==> src/rtl/barrier_unit.sv <==
// Multi-core barrier: gathers per-core arrivals against a latched participant mask,
// then issues a one-cycle release, with an optional gather timeout and auto re-arm.
module barrier_unit #(
  parameter int NUM_CORES  = 4,
  parameter int TMO_W      = 16,
  parameter int GEN_W      = 8,
  parameter int AUTO_REARM = 0
) (
  input  logic                 clk,
  input  logic                 rst,
  input  logic                 arm,
  input  logic [NUM_CORES-1:0] mask,
  input  logic [NUM_CORES-1:0] arrive,
  input  logic [TMO_W-1:0]     timeout_cycles,
  input  logic                 err_clr,
  // "release" is a reserved word in SystemVerilog, so the release vector is core_release
  output logic [NUM_CORES-1:0] core_release,
  output logic                 done,
  output logic                 busy,
  output logic [NUM_CORES-1:0] arrived,
  output logic [GEN_W-1:0]     gen,
  output logic                 timeout_err
);

  localparam logic [1:0] ST_IDLE    = 2'd0;
  localparam logic [1:0] ST_GATHER  = 2'd1;
  localparam logic [1:0] ST_RELEASE = 2'd2;
  localparam logic [1:0] ST_ERROR   = 2'd3;

  logic [1:0]           state_reg, state_next;
  logic [NUM_CORES-1:0] mask_reg, mask_next;
  logic [NUM_CORES-1:0] arrived_reg, arrived_next;
  logic [TMO_W-1:0]     tmo_reg, tmo_next;
  logic [GEN_W-1:0]     gen_reg, gen_next;
  logic                 busy_reg, busy_next;
  logic                 terr_reg, terr_next;
  logic [NUM_CORES-1:0] hit;

  assign hit = arrived_reg | (arrive & mask_reg);

  always_comb begin
    state_next   = state_reg;
    mask_next    = mask_reg;
    arrived_next = arrived_reg;
    tmo_next     = tmo_reg;
    gen_next     = gen_reg;
    case (state_reg)
      ST_IDLE: begin
        if (arm && (mask != '0)) begin
          mask_next    = mask;
          arrived_next = '0;
          tmo_next     = timeout_cycles;
          state_next   = ST_GATHER;
        end
      end
      ST_GATHER: begin
        arrived_next = hit;
        // Completion is tested first so it beats a simultaneous expiry.
        // A zero counter means the timeout is disabled; an armed one never rests at 0 here.
        if (hit == mask_reg) begin
          state_next = ST_RELEASE;
        end else if (tmo_reg == TMO_W'(1)) begin
          tmo_next   = '0;
          state_next = ST_ERROR;
        end else if (tmo_reg != '0) begin
          tmo_next = tmo_reg - TMO_W'(1);
        end
      end
      ST_RELEASE: begin
        gen_next = gen_reg + GEN_W'(1);
        if (AUTO_REARM != 0) begin
          arrived_next = arrive & mask_reg;
          tmo_next     = timeout_cycles;
          state_next   = ST_GATHER;
        end else begin
          arrived_next = '0;
          state_next   = ST_IDLE;
        end
      end
      default: begin
        if (err_clr) begin
          arrived_next = '0;
          state_next   = ST_IDLE;
        end
      end
    endcase
    busy_next = (state_next != ST_IDLE);
    terr_next = (state_next == ST_ERROR);
  end

  always_ff @(posedge clk or posedge rst) begin
    if (rst) begin
      state_reg   <= ST_IDLE;
      mask_reg    <= '0;
      arrived_reg <= '0;
      tmo_reg     <= '0;
      gen_reg     <= '0;
      busy_reg    <= 1'b0;
      terr_reg    <= 1'b0;
    end else begin
      state_reg   <= state_next;
      mask_reg    <= mask_next;
      arrived_reg <= arrived_next;
      tmo_reg     <= tmo_next;
      gen_reg     <= gen_next;
      busy_reg    <= busy_next;
      terr_reg    <= terr_next;
    end
  end

  assign done = (state_reg == ST_RELEASE);

  for (genvar gi = 0; gi < NUM_CORES; gi++) begin : g_rel
    assign core_release[gi] = done & mask_reg[gi];
  end

  assign busy        = busy_reg;
  assign timeout_err = terr_reg;
  assign arrived     = arrived_reg;
  assign gen         = gen_reg;

endmodule

==> config.mk <==
export PLATFORM = sky130hd
export DESIGN_NAME = barrier_unit
export DESIGN_NICKNAME = d
export VERILOG_FILES = /design/src/rtl/barrier_unit.sv
export SDC_FILE = /design/constraint.sdc
export NUM_CORES = 1
export LEC_CHECK = 0
export ABC_AREA = 1
export BUFFER_PORTS_ARGS = -buffer_cell sky130_fd_sc_hd__buf_2
export CAP_MARGIN = 20
export CORE_UTILIZATION = 55
export DETAILED_ROUTE_END_ITERATION = 6
export GPL_ROUTABILITY_DRIVEN = 1
export PLACE_DENSITY = 0.8
export RECOVER_POWER = 25
export SLEW_MARGIN = 20
export SYNTH_ARGS = -nofsm -noshare
export SYNTH_HDL_FRONTEND = slang
export SYNTH_SLANG_ARGS = --single-unit
==> constraint.sdc <==
create_clock -name clk -period 2.4 [get_ports clk]
set_input_delay 0.24 -clock clk [delete_from_list [all_inputs] [get_ports clk]]
set_output_delay 0.24 -clock clk [all_outputs]
set_load 0.03 [all_outputs]
==> Word level (Yosys, flattened, before mapping) <==
Cells that the tools add are included.
{ "word_totals": {"mem_bits_ro": 0, "mem_bits_rw": 0, "reg_bits": 36, "input_bits": 28, "latch_bits": 0, "mem_count": 0} }
{ "classes": {"multipliers": 0, "shifts": 0, "mux": 13, "addsub": 2, "n_bitwise": 6, "div": 0, "n_reduce_logical": 10, "magnitude_cmp": 0, "n_eq_ne": 8} }
{ "op_table": {"columns": ["op", "n"], "rows": [
  ["$mux 16", 4],
  ["$pmux 16 s2", 1],
  ["$eq 16x1->1 const B", 1],
  ["$reduce_bool 16->1", 1],
  ["$sub 16x1->16 const B", 1],
  ["$pmux 4 s3", 1],
  ["$add 8x1->8 const B", 1],
  ["$mux 2", 4],
  ["$mux 4", 2],
  ["$reduce_bool 4->1", 2],
  ["$pmux 2 s3", 1],
  ["$and 1x1->1", 4],
  ["$and 4x4->4", 1],
  ["$eq 2x2->1 const B", 2],
  ["$eq 4x4->1", 1],
  ["$ne 2x2->1 const B", 2],
  ["$or 4x4->4", 1],
  ["$reduce_and 2->1", 2],
  ["$reduce_and 4->1", 1],
  ["$reduce_bool 2->1", 2],
  ["$ne 3x3->1 const B", 1],
  ["$eq 2x1->1 const B", 1],
  ["$logic_not 2->1", 1],
  ["$logic_and 1x1->1", 1]
]} }

==> Depth between registers and ports, before layout <==
Gate-level depths: netlist (run 1).
{ "logic_depth": {"word_depth": 6, "mapped_depth": 11} }

==> Least setup slack after synthesis (run 1) <==
No wires, ideal clock.
{ "synth_timing": {"path_kind": "reg2reg", "startpoint": "reg state_reg[0]", "endpoint": "reg gen_reg[6] (netlist: gen[6])", "path_stages_with_launch": 8, "setup_ns": 0.134, "n_path_buf": 0, "arrival_time_ns": 1.448, "period_less_slack_ns": 1.581, "path_slack_ns": 0.819, "required_time_ns": 2.266, "cell_sequence": "dfrtp_1 inv_1 nand2_1 inv_1 nand2_1 nor3_1 nand2_1 xnor2_1"} }
{ "synth_via": {"elab_chain_cells": 1} }
{ "synth_rtl": {"columns": ["element", "line", "rtl"], "rows": [
  ["start, declared", "30", "logic [1:0] state_reg, state_next;"],
  ["start signal, assigned", "101", "state_reg <= state_next;"],
  ["$eq 2x2->1", null, null],
  ["net done", "18", "output logic done,"],
  ["end signal, assigned", "105", "gen_reg <= gen_next;"],
  ["end, declared", "34", "logic [GEN_W-1:0] gen_reg, gen_next;"]
]} }
The timed path passes the listed nets, and every way through them passes these cells.
A chain may end at the register's enable or synchronous reset.

==> Worst setup path after layout (run 1) <==
{ "layout_timing": {"startpoint": "reg state_reg[0]", "endpoint": "reg tmo_reg[11]"} }
{ "layout_via": {"elab_chain_cells": 3, "word_cells_on_any_way": 8} }
{ "layout_rtl": {"columns": ["element", "line", "rtl"], "rows": [
  ["$eq 2x1->1 or $logic_not 2->1 (tied branches)", "47", "case (state_reg)"],
  ["$ne 3x3->1 (no source line) (tied with other cells)", null, null],
  ["$reduce_and 4->1 (no source line)", null, null],
  ["end signal, assigned", "104", "tmo_reg <= tmo_next;"],
  ["end, declared", "33", "logic [TMO_W-1:0] tmo_reg, tmo_next;"]
]} }
Parallel ways exist; a longest one is shown, timed or not.

==> results.txt, run 1 <==
Crit-path max FO - 12
Tcrit/Tclk final - 0.7323
Worst slew margin - -0.2718
Root Buffer - clkbuf_8
Final count of negative-setup-slack endpoints - 0
Synth Register Bits - 36
Yosys warning total - 0
CTS tree - built
Largest net degree at the start of global routing - 37
Global-route usage over all layers - 0.2638
Final wirelength - 4696 um
Vias/cell - 4.911
Failing checks - capacitance limit, slew limit
Initial antenna violation count - 0
Non-filler cells, final - 418
Power Density - 1339 nW/um^2
Final worst slack - 642.4 ps
CP required - 2630 ps
Fin. Hold Viols - 0
Port-buffer cells - 46
Status - finished with violations
Post-synthesis sequential area ratio - 0.4061
Global-route wire length before repair - 8514 um
Setup TNS - 0 ps
Fillers - 339
CP Buf/Inv Count - 2
CTS clk-pin slew, worst paths - 70 ps
Crit-path cells - inv_1 -> nor2_1 -> inv_1 -> a21oi_2 -> nand3_1 -> nand2_1 -> nand2_1 -> nand2_1
Synthesized cell area - 2218 um^2
Pleak - 1.500 nW
DRC Markers - 0
IO Count - 47
Met2 wirelength from detailed routing - 2172 um
Chip width - 65.51 um
Register cell area after layout - 900.9 um^2
Total clock sinks - 36
RSZ-0062 raised after global routing - false
Worst Tran Pin Value - 1908 ps
Routed length per instance - 11.23 um
CP arrival - 1990 ps
CTS HTree Levels - 2
Most frequent CP cell - nand2_1
# resized after CTS - 0
Startpoint types - flop
DR pass1 iterations - 4
Number of cells in the design after placement - 410
Gpl congestion - 0.8622
Dominant delay contributor by cell family on the critical path - simple AND/OR/NAND/NOR gates
Postcts setup bufs - 0
Hold Crit Class - in -> reg
Post-Syn Instances - 318
Kind of critical path - reg -> reg
WL met1 - 2219 um
Net count after synthesis - 350
Fin crit period - 1758 ps
Layout area overhead - 18.10%
Dpl hpwl - 3404 um
# rows - 22
Max reg flops - 16
Clk_lat worst skew - 290 ps
DIE HEIGHT - 65.51 um
Ant. Diodes - 0
Vias - 2053
Peak supply drop - 0.5424 mV
Clock skew - 5.553 ps
Setup WS pre-CTS - 697.9 ps
Num CTS Buffers - 5
Max cap viols - 1
Util after Layout - 0.6948
Core area - 3771 um^2
Worst setup EP type - flop
Remaining Overflow, GRT - 0
Slowest CP cell - a21oi_2
Max-slew violations - 37
Die Area - 4292 um^2
Vias in the first global route - 1930
Starting DRC count in detailed routing - 134
Top Metal Used - met4
Met3 Wirelength - 234 um
Deepest clock path buffer count - 2
Mean post-synth cell area - 6.976 um^2
DRT antenna net count - 0
Post-synth cell types - 24
Starting Density - 0.5883
CP max stage delay - 410 ps
Footprint of the multi-input gates - 1179 um^2
Number of hold buffers added after cts - 0
Fmax - 0.5690 GHz
Nets - 401
Share of layout cells above drive strength 1 - 0.1811
-- worst min-delay path, stage by stage --
cell and delay, ps:
buf_2 90, nand2_1 50, o21ai_0 60
-- area by class of cell --
cell class | instances | share of cell area
clock buffer | 7 | 0.03677
clock inverter | 1 | 0.01146
inverter | 30 | 0.04298
multi-input combinational | 248 | 0.4499
sequential | 36 | 0.3438
tap | 48 | 0.02292
timing repair buffer | 48 | 0.09217
-- metal layers --
layer | track usage | vias up
li1 | - | 1081
met4 | 0.1114 | 0
met2 | 0.4034 | 47
met5 | 0 | -
met3 | 0.06597 | 7
met1 | 0.3537 | 918
-- cells by family (layout without fill, tap and decap cells) --
| group | count (synthesis) | in the layout | synth area share |
|---|---|---|---|
| fa+ha+maj | 4 | 4 | 0.02256 |
| simple gates | 207 | 207 | 0.3988 |
| compound gates | 23 | 23 | 0.05471 |
| xor+xnor | 14 | 14 | 0.05527 |
| buf+inv | 34 | 86 | 0.06261 |
| flops | 36 | 36 | 0.4061 |
-- power breakdown --
| part | internal [mW] | switching [mW] | total (mW) |
|---|---|---|---|
| logic | 0.596 | 1.19 | 1.79 |
| registers | 0.861 | 0.270 | 1.13 |
| clock network | 0.367 | 0.222 | 0.589 |
| total | 1.82 | 1.68 | 3.51 |
-- stage by stage --
step                power (mW)  area, um^2  hold WS, ps
detailed placement       2.922        2497        375.0
CTS                      3.523        2624        56.56
global route             3.876        2620        177.1
global placement         2.869        2497        365.6
finish                   3.508        2620        170.7
floorplan                2.518        2218        361.0
-- path summary, 6_finish.rpt --
check	startpoint	endpoint	slack, ps	cells after the start
max in group asynchronous	rst	tmo_reg[13]$_DFFE_PP0P_	680	3
worst max-delay path	state_reg[0]$_DFF_PP0_	tmo_reg[11]$_DFFE_PP0P_	640	8
worst max register to register	state_reg[0]$_DFF_PP0_	tmo_reg[11]$_DFFE_PP0P_	640	8
worst min-delay path	mask[2]	mask_reg[2]$_DFFE_PP0P_	170	3
worst min register to register	tmo_reg[1]$_DFFE_PP0P_	tmo_reg[1]$_DFFE_PP0P_	490	2
min in group asynchronous	rst	gen[5]$_DFFE_PP0P_	630	3
-- cells in the final DEF, fill, tap and decap left out, types with 5 or more instances in the layout --
master and instances:
a21oi_1 5, nand3_1 18, nand2_1 135, clkbuf_8 7, xnor2_1 8, o21ai_0 16, xor2_1 6, buf_2 46
dfrtp_1 36, inv_1 30, nor2_1 37
-- cell usage after synthesis, drive strengths merged --
library cell,n,share of area
buf,2,0.0085
dfrtp,36,0.41
nor2,43,0.089
nand2,138,0.24
nand4,2,0.0056
clkbuf,2,0.0034
nand3b,3,0.016
nand3,19,0.045
inv,30,0.051
a21oi,6,0.015
xor2,6,0.024
o31ai,1,0.0034
xnor2,8,0.032
nor3,2,0.0045
ha,4,0.023
o21ai,16,0.036
Power figures use the tool's default switching activity.
==> inputs of run 2 (changes only) <==
--- a/config.mk
+++ b/config.mk
@@ -8,10 +8,10 @@
 export ABC_AREA = 1
 export BUFFER_PORTS_ARGS = -buffer_cell sky130_fd_sc_hd__buf_2
 export CAP_MARGIN = 20
-export CORE_UTILIZATION = 55
+export CORE_UTILIZATION = 54
 export DETAILED_ROUTE_END_ITERATION = 6
 export GPL_ROUTABILITY_DRIVEN = 1
-export PLACE_DENSITY = 0.8
+export PLACE_DENSITY = 0.79
 export RECOVER_POWER = 25
 export SLEW_MARGIN = 20
 export SYNTH_ARGS = -nofsm -noshare
==> constraint.sdc (replaced) <==
create_clock -name clk -period 1.7 [get_ports clk]
set_input_delay 0.17 -clock clk [delete_from_list [all_inputs] [get_ports clk]]
set_output_delay 0.17 -clock clk [all_outputs]
set_load 0.03 [all_outputs]
==> run 2 against run 1 <==
Compared with the run above: the flow now finishes without violations; first-iteration DRC count grew 43%; clock skew grew 1.2 ps; sequential share of layout area shrank 0.90 points; maximum frequency grew 11%; non-clock buffer count grew 10; final cell count grew 2.4%; power grew 45%; count of clock-buffer cells in the layout shrank 1; combinational power grew 55%; critical endpoint is now tmo_reg[15]$_DFFE_PP0P_; largest cell class unchanged.
==> results.txt, run 2 (synthesis results as in run 1) <==
Status - completed
Starting Density - 0.5840 (-0.004263)
Fmax - 0.6315 GHz (+11%)
Root Buffer - clkbuf_8
Routed length per instance - 11.52 um (+2.6%)
Worst slew margin - 0.4135 (+0.6854)
Startpoint types - flop
Hold Path Depth - 3 (unchanged)
CTS tree - built
Chip width - 66.10 um (+0.89%)
Commonest non-fill, non-tap cell in the layout - nand2_1
Worst Tran Pin Value - 879.7 ps (-1028 ps)
Global-route wire length before repair - 8293 um (-2.6%)
CTS clk-pin slew, worst paths - 70 ps (about the same)
# rows - 22 (unchanged)
Hold worst-path end - mask_reg[1]$_DFFE_PP0P_
Vias - 2147 (+4.6%)
Remaining Overflow, GRT - 0 (unchanged)
CP required - 1930 ps (-700 ps)
Deepest clock path buffer count - 2 (unchanged)
Tcrit/Tclk final - 0.9315 (+0.1992)
Ant. Diodes - 0 (unchanged)
CP max stage delay - 380 ps (-30 ps)
CP Buf/Inv Count - 2 (unchanged)
Dpl cell area - 2565 um^2 (+2.7%)
Peak supply drop - 1.076 mV (+98%)
IO Count - 47 (unchanged)
Number of cells in the design after placement - 419 (+2.2%)
Vias/cell - 5.016 (+2.1%)
Port-buffer cells - 46 (unchanged)
DR pass1 iterations - 4 (unchanged)
CP arrival - 1810 ps (-180 ps)
Nets - 411 (+2.5%)
DIE HEIGHT - 66.10 um (+0.89%)
Core area - 3799 um^2 (+0.73%)
RSZ-0062 raised after global routing - false
Final wirelength - 4931 um (+5.0%)
GR Util met3 - 0.05172 (-0.01425)
Fillers - 324 (-4.4%)
Initial antenna violation count - 0 (unchanged)
Max-slew violations - 0 (-100%)
Tot Pwr - 5.086 mW (+45%)
Slowest CP cell - dfrtp_1
CTS HTree Levels - 2 (unchanged)
Hold Crit Class - in -> reg
RR Startpoint - tmo_reg[1]$_DFFE_PP0P_
Gpl congestion - 0.8542 (-0.93%)
Worst setup EP type - flop
DRT antenna net count - 0 (unchanged)
Setup TNS - 0 ps (unchanged)
Kind of critical path - reg -> reg
Gr busiest metal - met2
Non-filler cells, final - 428 (+2.4%)
Largest net degree at the start of global routing - 37 (unchanged)
Starting DRC count in detailed routing - 191 (+43%)
Clock skew - 6.755 ps (+1.202 ps)
Clk_lat worst skew - 290 ps (about the same)
Max reg flops - 16 (unchanged)
Fin crit period - 1584 ps (-174.0 ps)
Hold_sp - mask[1]
FF-to-FF End - tmo_reg[15]$_DFFE_PP0P_
Num CTS Buffers - 5 (unchanged)
Dominant delay contributor by cell family on the critical path - simple AND/OR/NAND/NOR gates
Fin. Hold Viols - 0 (unchanged)
Vias in the first global route - 1972 (+2.2%)
Die Area - 4369 um^2 (+1.8%)
Final count of negative-setup-slack endpoints - 0 (unchanged)
Reg2Reg Depth - 10 (+2)
Global-route usage over all layers - 0.2526 (-0.01127)
Routing usage on met2 - 0.4247 (+0.02139)
DRC Markers - 0 (unchanged)
M1 GR Usage - 0.3296 (-0.02408)
Reg2reg setup slack - 120 ps (-530 ps)
Pleak - 1.543 nW (+2.9%)
Dpl hpwl - 3670 um (+7.8%)
Max cap viols - 0 (-1)
Power Density - 1891 nW/um^2 (+41%)
Most frequent cells in the layout - nand2_1 (135), buf_2 (46), nor2_1 (36), dfrtp_1 (36), inv_1 (30)
Share of layout cells above drive strength 1 - 0.2026 (+0.02155)
Crit-path max FO - 8 (-4)
Design area - 2690 um^2 (+2.7%)
Crit-path cells - inv_1 -> ha_1 -> nand2_2 -> nor2_4 -> nand3b_4 -> nand2_4 -> nor2_4 -> buf_4 -> nand2_1 -> nand2_1
Layout area overhead - 21.26%
WHS - 99.33 ps (-71.40 ps)
Total clock sinks - 36 (unchanged)
run 2: final cells by class:
class	count	area, um^2	area share
clock inverters	2	35.03	0.01302
flip-flops and latches	36	900.9	0.3349
multi-input cells	248	1189	0.4419
repair buffers	58	320.3	0.1191
inverters	30	112.6	0.04186
well taps	48	60.06	0.02233
clock buffers	6	72.57	0.02698
run 2: worst min-delay path, cell delays in order:
cell and delay [ps]:
buf_2 90, nand2_1 40, o21ai_0 60
run 2: how the worst max path moves through the flow:
| stage | from | to | slack, ps | cells past startpoint |
|---|---|---|---|---|
| after global placement | tmo_reg[1]$_DFFE_PP0P_ | tmo_reg[15]$_DFFE_PP0P_ | 180 | 10 |
| after CTS | tmo_reg[0]$_DFFE_PP0P_ | tmo_reg[10]$_DFFE_PP0P_ | 70 | 9 |
| after detailed placement | tmo_reg[0]$_DFFE_PP0P_ | tmo_reg[10]$_DFFE_PP0P_ | 90 | 9 |
| after floorplan | state_reg[0]$_DFF_PP0_ | gen[6]$_DFFE_PP0P_ | 120 | 7 |
| final | tmo_reg[1]$_DFFE_PP0P_ | tmo_reg[15]$_DFFE_PP0P_ | 120 | 10 |
| after global routing | tmo_reg[6]$_DFFE_PP0P_ | tmo_reg[8]$_DFFE_PP0P_ | 10 | 9 |
run 2: what timing repair did:
item / 4_1_cts / 5_1_grt
gates resized for setup: 0 / 2
setup endpoints to repair: 0 / 7
hold buffers: 1 / 0
endpoints found under the hold margin: 36 / 0
setup buffers: 0 / 0
run 2: power breakdown:
part	total, mW	switching, mW	internal, mW	leakage [nW]
Sequential	1.57	0.357	1.22	0.456
Combinational	2.77	1.78	0.995	1.03
Clock	0.742	0.307	0.435	0.0552
run 2: per-layer routing:
| layer | wire length (um) | up-vias | share of wire |
|---|---|---|---|
| li1 | - | 1104 | - |
| met1 | 2306 | 982 | 0.47 |
| met2 | 2337 | 51 | 0.47 |
| met3 | 214 | 10 | 0.043 |
| met4 | 73 | 0 | 0.015 |
| met5 | 0 | - | 0 |
run 2: through the flow:
step,setup WS [ps],util
final,116.5,0.7082
after global placement,181.1,0.6752
after global routing,11.73,0.7082
after CTS,67.99,0.7062
after floorplan,119.0,-
after detailed placement,89.04,0.6752
==> inputs of run 3 (changes only) <==
==> constraint.sdc (replaced) <==
create_clock -name clk -period 1.8 [get_ports clk]
set_input_delay 0.18 -clock clk [delete_from_list [all_inputs] [get_ports clk]]
set_output_delay 0.18 -clock clk [all_outputs]
set_load 0.03 [all_outputs]
==> run 3 against run 2 <==
Compared with the run above: global-route usage down 0.34 points; clock skew down 1.7 ps; hold slack better by 8.8 ps; die area unchanged; maximum frequency down 1.2%; register-to-register slack better by 80 ps; critical path depth down 1; sequential cell count unchanged; sequential power down 3%; largest cell class unchanged.
==> results.txt, run 3 (synthesis results as in run 1) <==
Status - completed
Gpl congestion - 0.8107 (-5.1%)
DRC Markers - 0 (unchanged)
Clock skew - 5.022 ps (-1.733 ps)
Power Internal - 2.443 mW (-7.7%)
Vias in the first global route - 1904 (-3.4%)
Final wirelength - 4890 um (-0.83%)
Global-route usage over all layers - 0.2492 (-0.003405)
CP arrival - 1790 ps (-20 ps)
Final worst slack - 197.2 ps (+80.74 ps)
Routed length per instance - 11.59 um (+0.58%)
Worst Tran Pin Value - 885.9 ps (+6.248 ps)
Root Buffer - clkbuf_8
Pleak - 1.517 nW (-1.7%)
Dpl cell area - 2512 um^2 (-2.0%)
Dpl hpwl - 3502 um (-4.6%)
Crit-path cells - inv_1 -> ha_1 -> nand2_1 -> nor2_2 -> nand3_1 -> nand2_1 -> o21ai_0 -> nand2_1 -> nand2_1
Most frequent cells in the layout - nand2_1 (135), buf_2 (46), nor2_1 (36), dfrtp_1 (36), inv_1 (30)
Chip width - 66.10 um (unchanged)
Util after Layout - 0.7006 (-0.007576)
Switching power share of the total - 0.4857 (+0.005962)
CTS HTree Levels - 2 (unchanged)
Starting Density - 0.5840 (unchanged)
Max reg flops - 16 (unchanged)
Hold Crit Class - in -> reg
Flop pwr share - 0.319 (+0.010)
Vias - 2094 (-2.5%)
Port-buffer cells - 46 (unchanged)
Kind of critical path - reg -> reg
Global-route wire length before repair - 8155 um (-1.7%)
Total clock sinks - 36 (unchanged)
CTS clk-pin slew, worst paths - 70 ps (about the same)
Commonest non-fill, non-tap cell in the layout - nand2_1
Max-slew violations - 0 (unchanged)
Initial antenna violation count - 0 (unchanged)
Fmax - 0.6239 GHz (-1.2%)
IO Count - 47 (unchanged)
Remaining Overflow, GRT - 0 (unchanged)
Starting DRC count in detailed routing - 126 (-34%)
Setup WS pre-CTS - 117.1 ps (+28.01 ps)
Ant. Diodes - 0 (unchanged)
Clk_lat worst skew - 290 ps (about the same)
Die Area - 4369 um^2 (unchanged)
Setup TNS - 0 ps (unchanged)
DIE HEIGHT - 66.10 um (unchanged)
Nets - 405 (-1.5%)
Layout area overhead - 19.97%
Max cap viols - 0 (unchanged)
Vias/cell - 4.962 (-1.1%)
Psw - 2.307 mW (-5.4%)
Num CTS Buffers - 5 (unchanged)
Startpoint types - flop
Share of layout cells above drive strength 1 - 0.1925 (-0.01012)
Combinational Power Share - 0.532 (-0.013)
CP Buf/Inv Count - 1 (-1)
DRT antenna net count - 0 (unchanged)
Fin. Hold Viols - 0 (unchanged)
Peak supply drop - 0.8288 mV (-23%)
# rows - 22 (unchanged)
Design area - 2661 um^2 (-1.1%)
Power Density - 1785 nW/um^2 (-5.6%)
CP max stage delay - 430 ps (+50 ps)
Final count of negative-setup-slack endpoints - 0 (unchanged)
Fin crit period - 1603 ps (+19.26 ps)
CP required - 1990 ps (+60 ps)
Worst setup EP type - flop
Slowest CP cell - dfrtp_1
Crit-path max FO - 5 (-3)
Tcrit/Tclk final - 0.8904 (-0.04105)
Tot Pwr - 4.750 mW (-6.6%)
Worst slew margin - 0.4094 (-0.004166)
CTS tree - built
Dominant delay contributor by cell family on the critical path - simple AND/OR/NAND/NOR gates
RSZ-0062 raised after global routing - false
Deepest clock path buffer count - 2 (unchanged)
Largest net degree at the start of global routing - 37 (unchanged)
DR pass1 iterations - 4 (unchanged)
Core area - 3799 um^2 (unchanged)
Clock Power Share - 0.149 (+0.003)
Most frequent CP cell - nand2_1
[run 3: worst paths after layout]
check,start,endpoint,slack [ps],cells after the start
setup / recovery,tmo_reg[0]$_DFFE_PP0P_,tmo_reg[10]$_DFFE_PP0P_,200,9
hold / removal,mask[3],mask_reg[3]$_DFFE_PP0P_,110,3
setup reg to reg,tmo_reg[0]$_DFFE_PP0P_,tmo_reg[10]$_DFFE_PP0P_,200,9
hold reg to reg,tmo_reg[1]$_DFFE_PP0P_,tmo_reg[1]$_DFFE_PP0P_,480,2
max in group asynchronous,rst,state_reg[0]$_DFF_PP0_,560,4
min in group asynchronous,rst,tmo_reg[2]$_DFFE_PP0P_,690,4
[run 3: timing repair]
item | CTS | global route
hold endpoints to repair | 18 | 0
resized for setup | 0 | 2
setup buffers | 0 | 1
setup endpoints to repair | 0 | 16
hold buffers | 1 | 0
[run 3: tightest hold or removal path, stage by stage]
cell and delay, ps:
buf_2 90, nand2_1 40, o21ai_0 60
[run 3: cell type report]
| class | count | area, um^2 |
|---|---|---|
| Fill cell | 348 | 1137 |
| Sequential cell | 36 | 900.9 |
| Timing Repair Buffer | 52 | 287.8 |
| Tap cell | 48 | 60.06 |
| Clock inverter | 3 | 42.54 |
| Clock buffer | 5 | 68.82 |
| Multi-Input combinational cell | 248 | 1189 |
| Inverter | 30 | 112.6 |
[run 3: layer usage]
| metal | vias up | global-route usage | part of all wire |
|---|---|---|---|
| met5 | - | 0 | 0 |
| met4 | 0 | 0.08511 | 0.017 |
| li1 | 1090 | - | - |
| met3 | 9 | 0.05517 | 0.065 |
| met1 | 930 | 0.3271 | 0.47 |
| met2 | 65 | 0.4043 | 0.45 |
[run 3: power groups by stage]
stage                     Clock, mW  Combinational [mW]  Sequential, mW
after floorplan                   0                1.73            1.63
after global placement            0                2.36            1.51
after detailed placement          0                2.42            1.52
after CTS                     0.718                2.44            1.51
after global routing          0.745                2.90            1.56
final                         0.707                2.53            1.52
[run 3: metrics by stage]
step / std cells / hold slack (ps)
2_1_floorplan: 318 / 301.0
3_3_place_gp: 412 / 306.3
3_5_place_dp: 412 / 309.7
4_1_cts: 421 / 112.6
5_1_grt: 422 / 141.2
6_report: 422 / 108.1
